[src/rtl/time_set_ctrl.sv]
// Time-setting front end: debounces mode/up/down buttons and edits hour/minute/second in
// shadow registers, then hands them to the watch counter with a one-cycle load strobe.
module time_set_ctrl #(
  parameter int unsigned DEB_CYCLES = 500000
) (
  input  logic       clk,
  input  logic       rst,
  input  logic       en_1hz,
  input  logic       btn_mode,
  input  logic       btn_up,
  input  logic       btn_down,
  input  logic [4:0] cur_hour,
  input  logic [5:0] cur_minute,
  input  logic [5:0] cur_second,
  output logic       setting,
  output logic [1:0] edit_field,
  output logic       blink,
  output logic [4:0] set_hour,
  output logic [5:0] set_minute,
  output logic [5:0] set_second,
  output logic       set_load
);

  localparam int unsigned CntW = (DEB_CYCLES > 2) ? $clog2(DEB_CYCLES) : 1;
  localparam logic [CntW-1:0] CntMax = CntW'(DEB_CYCLES - 1);

  typedef enum logic [2:0] {StRun, StEditH, StEditM, StEditS, StCommit} state_e;

  // Button index 0 = mode, 1 = up, 2 = down.
  logic [2:0]      btn_raw;
  logic [2:0]      sync1_q, sync2_q, deb_q, deb_d, deb_dly_q, press;
  logic [CntW-1:0] cnt_q [3];
  logic [CntW-1:0] cnt_d [3];
  logic            mode_p, up_p, dn_p;

  state_e     state_q, state_d;
  logic [4:0] hour_q, hour_d;
  logic [5:0] min_q, min_d, sec_q, sec_d;
  logic       blink_q, blink_d;

  assign btn_raw = {btn_down, btn_up, btn_mode};

  always_comb begin
    for (int i = 0; i < 3; i++) begin
      deb_d[i] = deb_q[i];
      cnt_d[i] = '0;
      if (sync2_q[i] != deb_q[i]) begin
        if (cnt_q[i] == CntMax) deb_d[i] = sync2_q[i];
        else                    cnt_d[i] = cnt_q[i] + CntW'(1);
      end
    end
  end

  assign press  = deb_q & ~deb_dly_q;
  assign mode_p = press[0];
  // Mode wins; simultaneous up and down cancel out.
  assign up_p   = press[1] & ~press[2] & ~mode_p;
  assign dn_p   = press[2] & ~press[1] & ~mode_p;

  function automatic logic [5:0] wrap_step(input logic [5:0] v, input logic [5:0] top,
                                           input logic inc, input logic dec);
    logic [5:0] r;
    r = v;
    if (inc)      r = (v == top)  ? 6'd0 : v + 6'd1;
    else if (dec) r = (v == 6'd0) ? top  : v - 6'd1;
    return r;
  endfunction

  always_comb begin
    state_d    = state_q;
    hour_d     = hour_q;
    min_d      = min_q;
    sec_d      = sec_q;
    blink_d    = 1'b0;
    setting    = 1'b1;
    edit_field = 2'd0;
    set_load   = 1'b0;
    unique case (state_q)
      StRun: begin
        setting = 1'b0;
        if (mode_p) begin
          hour_d  = cur_hour;
          min_d   = cur_minute;
          sec_d   = cur_second;
          blink_d = 1'b1;
          state_d = StEditH;
        end
      end
      StEditH: begin
        edit_field = 2'd1;
        blink_d    = blink_q ^ en_1hz;
        hour_d     = 5'(wrap_step({1'b0, hour_q}, 6'd23, up_p, dn_p));
        if (mode_p) state_d = StEditM;
      end
      StEditM: begin
        edit_field = 2'd2;
        blink_d    = blink_q ^ en_1hz;
        min_d      = wrap_step(min_q, 6'd59, up_p, dn_p);
        if (mode_p) state_d = StEditS;
      end
      StEditS: begin
        edit_field = 2'd3;
        blink_d    = blink_q ^ en_1hz;
        sec_d      = wrap_step(sec_q, 6'd59, up_p, dn_p);
        if (mode_p) state_d = StCommit;
      end
      StCommit: begin
        set_load = 1'b1;
        state_d  = StRun;
      end
      default: state_d = StRun;
    endcase
  end

  always_ff @(posedge clk) begin
    if (rst) begin
      sync1_q   <= '0;
      sync2_q   <= '0;
      deb_q     <= '0;
      deb_dly_q <= '0;
      for (int i = 0; i < 3; i++) cnt_q[i] <= '0;
      state_q   <= StRun;
      hour_q    <= '0;
      min_q     <= '0;
      sec_q     <= '0;
      blink_q   <= 1'b0;
    end else begin
      sync1_q   <= btn_raw;
      sync2_q   <= sync1_q;
      deb_q     <= deb_d;
      deb_dly_q <= deb_q;
      for (int i = 0; i < 3; i++) cnt_q[i] <= cnt_d[i];
      state_q   <= state_d;
      hour_q    <= hour_d;
      min_q     <= min_d;
      sec_q     <= sec_d;
      blink_q   <= blink_d;
    end
  end

  assign blink      = blink_q;
  assign set_hour   = hour_q;
  assign set_minute = min_q;
  assign set_second = sec_q;

endmodule

[config.mk]
export PLATFORM = sky130hd
export DESIGN_NAME = time_set_ctrl
export DESIGN_NICKNAME = d
export VERILOG_FILES = /design/src/rtl/time_set_ctrl.sv
export SDC_FILE = /design/constraint.sdc
export NUM_CORES = 1
export LEC_CHECK = 0
export ABC_AREA = 0
export CAP_MARGIN = 0
export CORE_UTILIZATION = 62
export DETAILED_ROUTE_END_ITERATION = 8
export PLACE_DENSITY = 0.87
export SLEW_MARGIN = 20
export SYNTH_ARGS = -nofsm -noshare
export SYNTH_HDL_FRONTEND = slang
export SYNTH_SLANG_ARGS = --single-unit
[constraint.sdc]
create_clock -name clk -period 3 [get_ports clk]
set_input_delay 0.9 -clock clk [delete_from_list [all_inputs] [get_ports clk]]
set_output_delay 0.9 -clock clk [all_outputs]
set_load 0.05 [all_outputs]
==> results of run 1 <==
[area by class of cell]
| class | count | area share |
|---|---|---|
| clock inverter | 6 | 0.00896 |
| multi-input combinational | 419 | 0.505 |
| clock buffer | 10 | 0.0259 |
| timing repair buffer | 46 | 0.0858 |
| tap | 99 | 0.0233 |
| sequential | 90 | 0.340 |
| inverter | 16 | 0.0113 |
[per-layer routing]
layer  track usage  vias to the layer above  share of wire
met5             0                        -              0
li1              -                     1985              -
met2         0.434                       94           0.47
met3        0.0656                        9          0.052
met1         0.339                     1839           0.47
met4        0.0718                        0         0.0081
[final timing paths]
kind,to
hold / removal,sync2_q[0]
hold reg to reg,sync2_q[0]
setup / recovery,setting
setup reg to reg,cnt_q[0][44]
[power by group through the flow]
stage	Combinational [W]	Sequential (W)	Clock, W
finish	0.0000558	0.00120	0.000781
global route	0.0000596	0.00120	0.000851
CTS	0.0000558	0.00120	0.000796
detailed placement	0.0000556	0.00123	0
global placement	0.0000550	0.00123	0
floorplan	0.0000227	0.00123	0
[stage by stage]
| stage | power (W) | instance area (um^2) | setup slack [ns] |
|---|---|---|---|
| floorplan | 0.00125 | 4680 | 0.791 |
| global placement | 0.00128 | 5120 | 0.443 |
| detailed placement | 0.00128 | 5120 | 0.333 |
| CTS | 0.00205 | 5310 | 0.178 |
| global route | 0.00211 | 5310 | 0.0925 |
| finish | 0.00204 | 5310 | 0.189 |
[cells in the mapped netlist, drive strengths merged (10+ instances only)]
cell type	count
dfxtp	90
nor2	89
xor2	41
nand2	38
nand3	34
xnor2	29
nor3	17
nor2b	16
clkbuf	15
inv	15
a21oi	14
buf	11
ha	11
o21ai	10
[registers in the layout, summed over array words and instances (netlist names)]
register and cells:
blink 1, sync2_q 3, deb_dly_q 3, deb_q 3
sync1_q 3, state_q 3, set_hour 5, cnt_q 57
set_minute 6, set_second 6
[kinds of logic after synthesis]
family / Yosys count / share of synthesized area
adders and majority gates: 11 / 0.0294
and+or+nand+nor: 254 / 0.278
DFF: 90 / 0.385
xor gates and xnor gates: 70 / 0.132
muxes: 4 / 0.00855
buffers and inverters: 42 / 0.0435
AOI/OAI and AO/OA: 80 / 0.124
[critical path: stages (launching register included)]
cell and delay [ns]:
sky130_fd_sc_hd__dfxtp_1 0.38, sky130_fd_sc_hd__or3_1 0.45, sky130_fd_sc_hd__clkdlybuf4s50_1 0.72
[cell usage in the layout, fill, tap and decap left out, types with 11 or more instances in the layout]
cell | netlist | layout
sky130_fd_sc_hd__a21oi_1 | 14 | 14
sky130_fd_sc_hd__clkdlybuf4s50_1 | 0 | 44
sky130_fd_sc_hd__dfxtp_1 | 90 | 90
sky130_fd_sc_hd__ha_1 | 11 | 11
sky130_fd_sc_hd__inv_1 | 15 | 15
sky130_fd_sc_hd__nand2_1 | 38 | 38
sky130_fd_sc_hd__nand3_1 | 34 | 34
sky130_fd_sc_hd__nor2_1 | 88 | 88
sky130_fd_sc_hd__nor2b_1 | 15 | 15
sky130_fd_sc_hd__nor3_1 | 16 | 16
sky130_fd_sc_hd__xnor2_1 | 28 | 28
sky130_fd_sc_hd__xor2_1 | 41 | 41
==> insert_results.sql, run 1 <==
INSERT INTO impl_metrics (metric_group, metric, value, unit) VALUES
('sta', 'finalCriticalPeriod', '2.81', 'ns'),
('global_route', 'grt_max_degree', '35', ''),
('critical_path', 'critPathLaunch', 'state_q[2]', ''),
('finish', 'sequential_cell_area_in_the_final_layout', '0.00180', 'mm^2'),
('finish', 'multi_input_area', '0.00268', 'mm^2'),
('floorplanning', 'fp-row-count', '31', ''),
('logic_synthesis', 'cell_count_after_synthesis', '551', ''),
('sta', 'worst-slew-pin-transition', '0.847', 'ns'),
('place', 'placement.io_buffers', '44', ''),
('sta', 'report.final.setup_viol', '0', ''),
('finish', 'final_layout_size_suffix_gt1_frac', '0.0528', ''),
('power_and_ir_drop', 'comb_power_share', '0.027', ''),
('clocking', 'cts_made_buffers', '9', ''),
('logic_synthesis', 'synth.top_cells.by_area', 'sky130_fd_sc_hd__dfxtp_1, sky130_fd_sc_hd__xor2_1, sky130_fd_sc_hd__nor2_1', ''),
('finish', 'fill_count', '565', ''),
('sta', 'fin_skew', '0.00593', 'ns'),
('floorplanning', 'top_level_ports', '45', ''),
('routing', 'routed-via-count', '3927', ''),
('finish', 'insertedDiodeCount', '0', ''),
('logic_synthesis', 'synth.cell_area', '0.00468', 'mm^2'),
('logic_synthesis', 'ys_ff_latch', '90', ''),
('job', 'max_cap_violations', '0', ''),
('hold_path', 'min_from', 'sync1_q[0]', ''),
('power_and_ir_drop', 'cellLeakagePower', '1.75', 'nW'),
('sta', 'timing.hold.ws', '0.444', 'ns'),
('critical_path', 'setup.reg_to_reg.worst_slack', '0.91', 'ns'),
('sta', 'hold_viol', '0', ''),
('clocking', 'numClockSinks', '90', ''),
('global_route', 'first_global_vias', '3539', ''),
('routing', 'route.detailed.drc', '0', ''),
('global_route', 'grt_antenna_before_repair', '0', ''),
('place', 'dpl.cell_count', '670', ''),
('power_and_ir_drop', 'clkPwrFrac', '0.383', ''),
('clocking', 'clkLatencyLatePin', '0.36', 'ns'),
('finish', 'area_growth', '13.2', '%'),
('hold_path', 'hold_depth', '1', ''),
('logic_synthesis', 'ys_seq_area_frac', '0.385', ''),
('clocking', 'ctsHoldBuffers', '0', ''),
('hold_path', 'hold_class', 'flip-flop to flip-flop', ''),
('clocking', 'cts.repair_timing.setup_buffer_count', '0', ''),
('power_and_ir_drop', 'netSwitchingFraction', '0.233', ''),
('routing', 'wirelength', '9.64', 'mm'),
('status', 'status', 'completed', ''),
('clocking', 'cts.htree.levels', '3', ''),
('floorplanning', 'floorplan.initialDensity', '0.642', ''),
('logic_synthesis', 'synth-edff-count', '0', ''),
('logic_synthesis', 'syn-num-nets', '585', ''),
('logic_synthesis', 'synth_largest_area_cell', 'sky130_fd_sc_hd__dfxtp_1', ''),
('finish', 'post_layout_nonfiller_instances', '686', ''),
('routing', 'route.detailed.wl_per_inst', '14.0', 'um'),
('logic_synthesis', 'ys.flop_type', 'sky130_fd_sc_hd__dfxtp_1', ''),
('sta', 'finalSetupTns', '0', 'ns'),
('routing', 'detail-route-antenna-nets', '0', ''),
('critical_path', 'critPathRequiredTime', '2.10', 'ns'),
('clocking', 'post_cts_gate_resize_count', '0', ''),
('floorplanning', 'fp.dieW', '88.9', 'um'),
('floorplanning', 'overall_die_height', '88.9', 'um'),
('finish', 'postLayoutCoreUtil', '0.728', ''),
('critical_path', 'start_kind', 'flip-flop', ''),
('clocking', 'clk_pin_slew_worst_paths', '0.09', 'ns'),
('sta', 'grt_setup_unrepaired', 'false', ''),
('logic_synthesis', 'area_fraction_of_the_dominant_cell_type_after_synthesis', '0.385', ''),
('floorplanning', 'core_area', '0.00729', 'mm^2'),
('critical_path', 'setup.worst_path.end_class', 'output port', ''),
('routing', 'drt-initial-drc-count', '177', ''),
('critical_path', 'cp.arrival', '1.91', 'ns'),
('logic_synthesis', 'syn_area_per_cell', '8.50', 'um^2'),
('logic_synthesis', 'synth_warn', '0', ''),
('sta', 'timing.fmax', '0.356', 'GHz'),
('critical_path', 'cell_count_of_the_worst_reg_to_reg_path', '5', ''),
('critical_path', 'worst-setup-path-type', 'flip-flop to output port', '');
(Power assumes the default switching activity.)
==> inputs of run 2 (changes only) <==
- CORE_MARGIN: unset -> 10
==> insert_results.sql, run 2 (synthesized netlist as in run 1, its figures left out) <==
INSERT INTO impl_metrics (metric_group, metric, value, unit) VALUES
('power_and_ir_drop', 'switchingPower', '0.000434', 'W'),
('status', 'status', 'completed', ''),
('routing', 'routed-via-count', '3941', ''),
('sta', 'hold_viol', '0', ''),
('sta', 'finalMaxSlewViolations', '0', ''),
('sta', 'timing.fmax', '0.353', 'GHz'),
('power_and_ir_drop', 'powerDensity', '389', 'mW/mm^2'),
('sta', 'report.final.setup_viol', '0', ''),
('finish', 'largest-register', 'cnt_q', ''),
('finish', 'postLayoutCoreUtil', '0.730', ''),
('sta', 'finalSetupTns', '0', 'ns'),
('sta', 'post-route-worst-setup-slack', '0.164', 'ns'),
('floorplanning', 'core_area', '0.00729', 'mm^2'),
('floorplanning', 'overall_die_height', '107', 'um'),
('place', 'place.detailed.hpwl', '7.19', 'mm'),
('sta', 'final_min_period_over_clock_period', '0.945', ''),
('clocking', 'cts.repair_timing.setup_buffer_count', '0', ''),
('clocking', 'clock_tree.root_cell', 'sky130_fd_sc_hd__clkbuf_8', ''),
('power_and_ir_drop', 'p_seq_frac', '0.580', ''),
('finish', 'area_growth', '13.6', '%'),
('place', 'placement.io_buffers', '44', ''),
('power_and_ir_drop', 'cellLeakagePower', '1.76', 'nW'),
('clocking', 'clk_pin_slew_worst_paths', '0.09', 'ns'),
('clocking', 'clkLatencyLatePin', '0.35', 'ns'),
('power_and_ir_drop', 'clkPwrFrac', '0.392', ''),
('finish', 'finalNetCount', '617', ''),
('clocking', 'cts_made_buffers', '9', ''),
('critical_path', 'cp.arrival', '1.94', 'ns'),
('routing', 'first_pass_iters', '5', ''),
('clocking', 'numClockSinks', '90', ''),
('routing', 'drt-initial-drc-count', '296', ''),
('finish', 'final_cell_area', '0.00532', 'mm^2'),
('clocking', 'cts_buffer_depth', '2', ''),
('place', 'place_congestion', '0.904', ''),
('global_route', 'grt_antenna_before_repair', '0', ''),
('critical_path', 'cp_slowest_stage_delay', '0.81', 'ns'),
('routing', 'wirelength', '10.2', 'mm'),
('finish', 'final_layout_size_suffix_gt1_frac', '0.0511', ''),
('global_route', 'track_usage', '0.177', ''),
('place', 'placement_cell_area', '0.00513', 'mm^2'),
('routing', 'route.detailed.vias_per_inst', '5.74', ''),
('global_route', 'first_global_vias', '3659', ''),
('floorplanning', 'top_level_ports', '45', ''),
('sta', 'fin_skew', '0.0104', 'ns'),
('routing', 'route.detailed.wl_per_inst', '14.9', 'um'),
('job', 'max_cap_violations', '0', ''),
('floorplanning', 'fp.dieW', '107', 'um'),
('sta', 'finalCriticalPeriod', '2.84', 'ns'),
('clocking', 'tritoncts', 'done', ''),
('critical_path', 'crit_path_top_delay_cell', 'sky130_fd_sc_hd__clkdlybuf4s50_1', ''),
('global_route', 'global_route.overflow_total', '0', ''),
('critical_path', 'start_kind', 'flip-flop', ''),
('clocking', 'post_cts_gate_resize_count', '0', ''),
('clocking', 'cts.htree.levels', '3', ''),
('critical_path', 'critPathRequiredTime', '2.10', 'ns'),
('power_and_ir_drop', 'comb_power_share', '0.028', ''),
('global_route', 'grt_max_degree', '35', ''),
('critical_path', 'worstPathBufferInverterCount', '1', ''),
('place', 'post_place_worst_slack', '0.511', 'ns'),
('routing', 'route.detailed.drc', '0', ''),
('critical_path', 'kind_of_cell_adding_the_most_delay_to_the_critical_path', 'buffers and inverters', ''),
('critical_path', 'worstPathMaxFanout', '8', ''),
('finish', 'mostFrequentLayoutCell', 'sky130_fd_sc_hd__dfxtp_1', ''),
('sta', 'slew-limit-headroom', '0.546', ''),
('clocking', 'ctsHoldBuffers', '0', ''),
('floorplanning', 'fp-row-count', '31', ''),
('critical_path', 'worst-setup-path-type', 'flip-flop to output port', ''),
('finish', 'most-common-layout-cells', 'sky130_fd_sc_hd__dfxtp_1, sky130_fd_sc_hd__nor2_1, sky130_fd_sc_hd__clkdlybuf4s50_1', ''),
('routing', 'detail-route-antenna-nets', '0', ''),
('power_and_ir_drop', 'ir_drop', '0.230', 'mV'),
('floorplanning', 'floorplan.initialDensity', '0.642', ''),
('global_route', 'grt_first_pass_wirelength', '17.0', 'mm'),
('finish', 'largest_register_ffs', '57', ''),
('sta', 'worst-slew-pin-transition', '0.676', 'ns'),
('power_and_ir_drop', 'internal_power', '0.00164', 'W'),
('finish', 'insertedDiodeCount', '0', ''),
('power_and_ir_drop', 'netSwitchingFraction', '0.210', ''),
('critical_path', 'cp_cell_sequence', 'nor2_1 > and2_1 > clkdlybuf4s50_1', ''),
('floorplanning', 'fp.dieArea', '0.0114', 'mm^2'),
('sta', 'grt_setup_unrepaired', 'false', ''),
('critical_path', 'setup.worst_path.end_class', 'output port', ''),
('hold_path', 'hold_class', 'flip-flop to flip-flop', ''),
('power_and_ir_drop', 'total_power', '0.00207', 'W');
run 2: through the flow:
step	hold slack (ns)	cells
CTS	0.443	686
finish	0.440	686
detailed placement	0.422	671
global placement	0.422	671
floorplan	0.414	551
global route	0.466	686
run 2: per-layer routing:
layer | vias up | track usage | routed length (um)
li1 | 1980 | - | -
met1 | 1846 | 0.211 | 4430
met2 | 97 | 0.300 | 5030
met3 | 18 | 0.0491 | 532
met4 | 0 | 0.0600 | 195
met5 | - | 0 | 0
run 2: power groups by stage:
stage	Combinational (W)	Sequential [W]	Clock, W
finish	0.0000571	0.00120	0.000812
global route	0.0000616	0.00120	0.000875
CTS	0.0000573	0.00120	0.000839
detailed placement	0.0000566	0.00123	0
global placement	0.0000564	0.00123	0
floorplan	0.0000227	0.00123	0
run 2: final timing paths:
path	start	end	slack, ns	cells past startpoint
max	state_q[0]	set_load	0.16	3
min	sync1_q[2]	sync2_q[2]	0.44	1
max reg2reg	cnt_q[0][38]	cnt_q[0][54]	0.82	5
min reg2reg	sync1_q[2]	sync2_q[2]	0.44	1
run 2: cell type report:
cell class                 instances  area, um^2
multi-input combinational        419        2680
fill                             572        1970
sequential                        90        1800
timing repair buffer              47         463
clock buffer                      11         141
tap                               99         124
inverter                          16        60.1
clock inverter                     4        52.6
